<file path="src/rtl/div_unit_pkg.sv">
// div_unit_pkg: shared types and constants for the multi-cycle divider and its EX-stage handshake.
package div_unit_pkg;

    typedef logic [1:0] div_state_t;

    localparam div_state_t DIV_IDLE = 2'd0;
    localparam div_state_t DIV_ZERO = 2'd1;
    localparam div_state_t DIV_ON   = 2'd2;
    localparam div_state_t DIV_END  = 2'd3;

    localparam logic DIV_START     = 1'b1;
    localparam logic DIV_STOP      = 1'b0;
    localparam logic DIV_READY     = 1'b1;
    localparam logic DIV_NOT_READY = 1'b0;

    // decode_table funct codes for the two divide flavours
    localparam logic [5:0] DIV_OP  = 6'b011010;
    localparam logic [5:0] DIVU_OP = 6'b011011;

    typedef struct packed {
        logic [31:0] hi;
        logic [31:0] lo;
    } hilo_t;

endpackage

</file>
<file path="src/rtl/div_step.sv">
// div_step: one restoring-division iteration; trial subtract of the divisor, then shift in a quotient bit.
module div_step #(
    parameter int DATA_W = 32
) (
    input  logic [2*DATA_W-1:0] work,
    input  logic [DATA_W-1:0]   dvs,
    output logic [2*DATA_W:0]   next_work
);

    logic [DATA_W:0] diff;

    always_comb begin
        diff      = {1'b0, work[2*DATA_W-1:DATA_W]} - {1'b0, dvs};
        next_work = diff[DATA_W] ? {work, 1'b0} : {diff[DATA_W-1:0], work[DATA_W-1:0], 1'b1};
    end

endmodule

</file>
<file path="src/rtl/div_unit.sv">
// div_unit: radix-2 restoring divider answering EX DIV/DIVU requests with {hi=remainder, lo=quotient}.
module div_unit
    import div_unit_pkg::*;
#(
    parameter int DATA_W = 32
) (
    input  logic                  clk,
    input  logic                  rst,
    input  logic                  div_start_i,
    input  logic                  div_signed_i,
    input  logic [DATA_W-1:0]     div_oprd1_i,
    input  logic [DATA_W-1:0]     div_oprd2_i,
    input  logic                  div_annul_i,
    output logic [2*DATA_W-1:0]   div_result_o,
    output logic                  div_ready_o
);

    localparam int CW = $clog2(DATA_W);

    div_state_t          state;
    logic [CW-1:0]       cnt;
    logic [2*DATA_W:0]   work;
    logic [2*DATA_W:0]   next_work;
    logic [DATA_W-1:0]   dvs;
    logic                neg_a;
    logic                neg_b;
    logic [2*DATA_W-1:0] res;
    logic [DATA_W-1:0]   abs_a;
    logic [DATA_W-1:0]   abs_b;
    logic [DATA_W-1:0]   fix_q;
    logic [DATA_W-1:0]   fix_r;

    always_comb begin
        abs_a = (div_signed_i && div_oprd1_i[DATA_W-1]) ? -div_oprd1_i : div_oprd1_i;
        abs_b = (div_signed_i && div_oprd2_i[DATA_W-1]) ? -div_oprd2_i : div_oprd2_i;
        fix_q = (neg_a ^ neg_b) ? -next_work[DATA_W-1:0] : next_work[DATA_W-1:0];
        fix_r = neg_a ? -next_work[2*DATA_W:DATA_W+1] : next_work[2*DATA_W:DATA_W+1];
    end

    div_step #(.DATA_W(DATA_W)) u_step (
        .work      (work[2*DATA_W-1:0]),
        .dvs       (dvs),
        .next_work (next_work)
    );

    // ready/result are registered one edge after entering END, so EX sees them only while it still holds start
    always_ff @(posedge clk or negedge rst) begin
        if (!rst) begin
            state        <= DIV_IDLE;
            cnt          <= '0;
            work         <= '0;
            dvs          <= '0;
            neg_a        <= 1'b0;
            neg_b        <= 1'b0;
            res          <= '0;
            div_result_o <= '0;
            div_ready_o  <= DIV_NOT_READY;
        end else begin
            case (state)
                DIV_IDLE: begin
                    if (div_start_i == DIV_START && !div_annul_i) begin
                        neg_a <= div_signed_i & div_oprd1_i[DATA_W-1];
                        neg_b <= div_signed_i & div_oprd2_i[DATA_W-1];
                        dvs   <= abs_b;
                        cnt   <= '0;
                        work  <= {{DATA_W{1'b0}}, abs_a, 1'b0};
                        state <= (div_oprd2_i == '0) ? DIV_ZERO : DIV_ON;
                    end
                end
                DIV_ZERO: begin
                    res   <= '0;
                    state <= div_annul_i ? DIV_IDLE : DIV_END;
                end
                DIV_ON: begin
                    if (div_annul_i) begin
                        state <= DIV_IDLE;
                    end else begin
                        work <= next_work;
                        cnt  <= cnt + 1'b1;
                        if (cnt == CW'(DATA_W - 1)) begin
                            res   <= {fix_r, fix_q};
                            state <= DIV_END;
                        end
                    end
                end
                DIV_END: begin
                    if (div_start_i == DIV_STOP || div_annul_i) begin
                        state        <= DIV_IDLE;
                        div_ready_o  <= DIV_NOT_READY;
                        div_result_o <= '0;
                    end else begin
                        div_ready_o  <= DIV_READY;
                        div_result_o <= res;
                    end
                end
                default: state <= DIV_IDLE;
            endcase
        end
    end

endmodule

</file>
<file path="config.mk">
export PLATFORM = sky130hd
export DESIGN_NAME = div_unit
export DESIGN_NICKNAME = d
export VERILOG_FILES = /design/src/rtl/div_unit_pkg.sv /design/src/rtl/div_step.sv /design/src/rtl/div_unit.sv
export SDC_FILE = /design/constraint.sdc
export NUM_CORES = 1
export LEC_CHECK = 0
export ABC_CLOCK_PERIOD_IN_PS = 6000
export CAP_MARGIN = 0
export CELL_PAD_IN_SITES_DETAIL_PLACEMENT = 1
export CELL_PAD_IN_SITES_GLOBAL_PLACEMENT = 2
export CORE_UTILIZATION = 36
export CTS_CLUSTER_DIAMETER = 100
export DETAILED_ROUTE_END_ITERATION = 8
export PLACE_DENSITY = 0.84
export SYNTH_ARGS = -nofsm -noshare
export SYNTH_HDL_FRONTEND = slang
export SYNTH_SLANG_ARGS = --single-unit
</file>
<file path="constraint.sdc">
create_clock -name clk -period 6 [get_ports clk]
set_input_delay 1.8 -clock clk [delete_from_list [all_inputs] [get_ports clk]]
set_output_delay 1.8 -clock clk [all_outputs]
set_load 0.01 [all_outputs]
</file>
==> metrics <==
Critical Path End Type=flip-flop; P per Cell Area=653 mW/mm²; Yosys cell types=87; # IOs=~130; max_cap viols=0; vias in the first global route=~13000; Worst path most repeated cell=ha_1; Final setup viols=0; Inst Count DP=about 2200; Non-Filler Instances=2234; clk slew on worst S/H paths=0.06 ns; initial antenna violation count=0; GRT Util Overall=a little over a fifth; Critical Path, Cell by Cell=ha_1, a21oi_1, nand2_1, o211a_1, o211ai_2, nand2_4, o21ai_0, ha_1, inv_1, nor3_1, and2_1, mux2_2, o2111ai_1, nand3b_1, o31ai_2, xnor2_1, o21ai_1; Layout Utilization=between 40% and 50%; synthesized instance count=roughly 1600; Routability Congestion=between 0.8 and 0.9; slowest stage delay, CP=roughly 0.45 ns; CP Class=flip-flop to flip-flop; post-CTS sizing=0; Tcrit/Tclk final=approximately four fifths; GRT overflow=0; Residual DRC=0; Crit path required time=around 6.4 ns; Antenna Diode Count=0; register area share after synthesis=41.1%; Detailed Route Iter0 Violations=approximately 650; #FFs+latches synth=about 230; CTS tree=built; Sum Neg Setup Slack=0 ns; crit path max fanout=25; status=finished clean; Yosys Warn Count=0; Post-synth EDFFs=0; worst slew pin tran=~1.2 ns; syn avg cell area=between 8 and 9 µm²; post-synthesis async set-or-reset flop share=100%; placed instance area=approximately 0.016 mm²; die span in x=between 200 and 250 µm; Avg WL per Cell=between 15 and 20 µm; first drt pass iteration count=5; RSZ-0062 raised after global routing=false; Skew-Pair Late Insertion Delay=0.56 ns; post-CTS setup buffer count=0; CTS root buf=clkbuf_16; fraction of layout cells with a size suffix above 1=6.41%; Core Area=roughly 0.039 mm²; final net count=between 1500 and 2000; DP HPWL=around 33000 µm; fin. max-slew vios=0; peak supply drop=293 µV; final-report hold violation count=0; mapped cell area=0.0142 mm²; worst min path class=flip-flop to flip-flop; final wirelength=about 44000 µm; slowest cell on the critical path=dfrtp_1; first-pass GRT wire length=71600 µm; TritonCTS Buffers=27; Primary FF master, synth=dfrtp_1; count of hold-fix buffers inserted at cts=0; Vias per Instance=5.57; maximum clock frequency=between 200 and 250 MHz; largest net degree at the start of global routing=between 100 and 150; Syn Nets=~1700; Die H=roughly 200 µm; H-tree depth=1; Initial Util=a little over a third; Die Area=between 0.04 and 0.05 mm²; Detail Route Antenna Nets=0; CTS max path bufs=3; Slew Limit Headroom=about a fifth; port bufs=between 100 and 150; TritonCTS Sinks=roughly 230; critical path startpoint category=flip-flop; skew final=about 0.015 ns; num rows=between 70 and 80; Syn-to-layout area delta=18.8%; CP arrival=5.29 ns; total number of vias=12400; most frequent cells in the layout=dfrtp_1 (234), nand2_1 (221), o21ai_0 (173); crit path time final=between 4 and 5 ns; design area=roughly 0.017 mm²; commonest non-fill, non-tap cell in the layout=dfrtp_1; LEAKAGE=7.24 nW
==> final cells by class <==
class,count,area (µm²)
repair buffers,149,1470
multi-input cells,1228,7790
clock buffers,36,749
inverters,56,210
well taps,518,648
flip-flops and latches,234,5860
fillers,4423,21900
clock inverters,13,186
==> worst max-delay path, delay by kind of cell (launching register included) <==
kind	cells	cell delay, ns
buffers and inverters	1	0.07
adders and majority gates	2	0.70
muxes	1	0.19
AOI/OAI and AO/OA	7	2.01
and+or+nand+nor	5	1.16
DFF	1	0.45
xor gates and xnor gates	1	0.14
==> metal layers <==
| metal | vias to the layer above | share of wire, % | global-route usage [%] |
|---|---|---|---|
| met2 | 253 | 43 | 33.0 |
| met1 | 6187 | 51 | 33.6 |
| met5 | - | 0 | 0 |
| met4 | 0 | 1.6 | 4.09 |
| li1 | 5956 | - | - |
| met3 | 43 | 4.1 | 2.52 |
==> through the flow <==
stage | hold slack [ns] | power (mW) | worst slack, ns
3_3_place_gp | 0.457 | 9.03 | 1.08
5_1_grt | 0.505 | 11.9 | 0.780
2_1_floorplan | 0.445 | 7.30 | 1.45
6_report | 0.478 | 11.0 | 1.12
3_5_place_dp | 0.472 | 9.21 | 1.02
4_1_cts | 0.485 | 11.0 | 1.13
==> worst paths after layout <==
check                              endpoint  slack [ns]  cells past startpoint     start
max                                 res[60]        1.12                     17  work[37]
min                                 dvs[26]        0.48                      2   dvs[26]
max reg2reg                         res[60]        1.12                     17  work[37]
min reg2reg                         dvs[26]        0.48                      2   dvs[26]
max in group asynchronous           dvs[11]        3.71                      2       rst
min in group asynchronous  div_result_o[23]        1.27                      1       rst
==> synthesized netlist by cell type (9+ instances only) <==
cell / count / area (µm²)
a21oi_1: 88 / 440
o21ai_0: 173 / 866
o41ai_1: 10 / 87.6
a31oi_1: 14 / 87.6
o21ai_1: 15 / 75.1
nor2_1: 115 / 432
a22o_1: 71 / 622
nand2_1: 222 / 833
o31ai_1: 20 / 150
xnor2_1: 77 / 674
nor4_1: 15 / 93.8
nand4_1: 9 / 56.3
or3_1: 15 / 93.8
clkbuf_1: 71 / 267
nor3_1: 30 / 150
or4_1: 11 / 82.6
nand2b_1: 9 / 56.3
xor2_1: 58 / 508
dfrtp_1: 234 / 5860
and2_1: 9 / 56.3
a21o_1: 14 / 105
buf_2: 14 / 70.1
a22oi_1: 9 / 67.6
ha_1: 43 / 538
o22ai_1: 25 / 156
nand3_1: 17 / 85.1
mux2i_1: 18 / 180
and3_1: 16 / 100
inv_1: 55 / 206
==> cells by family after synthesis <==
kind of cell	synth area share (%)
AO/OA/AOI/OAI	24.7
XOR/XNOR	8.31
adder cells (fa/ha/maj)	3.92
buffers and inverters	4.24
flip-flops	41.1
multiplexers	1.53
AND/OR/NAND/NOR	16.1
==> power by group <==
group | internal, mW | switching (mW)
logic | 2.49 | 4.43
clock network | 1.05 | 0.690
registers | 1.91 | 0.462
total | 5.46 | 5.58
==> sequential cells by signal (all words and copies together), names as in the netlist <==
| name | cells |
|---|---|
| div_result_o | 64 |
| res | 64 |
| work | 64 |
| dvs | 32 |
| cnt | 5 |
| state | 2 |
| div_ready_o | 1 |
| neg_a | 1 |
| neg_b | 1 |
(Power assumes the default switching activity.)
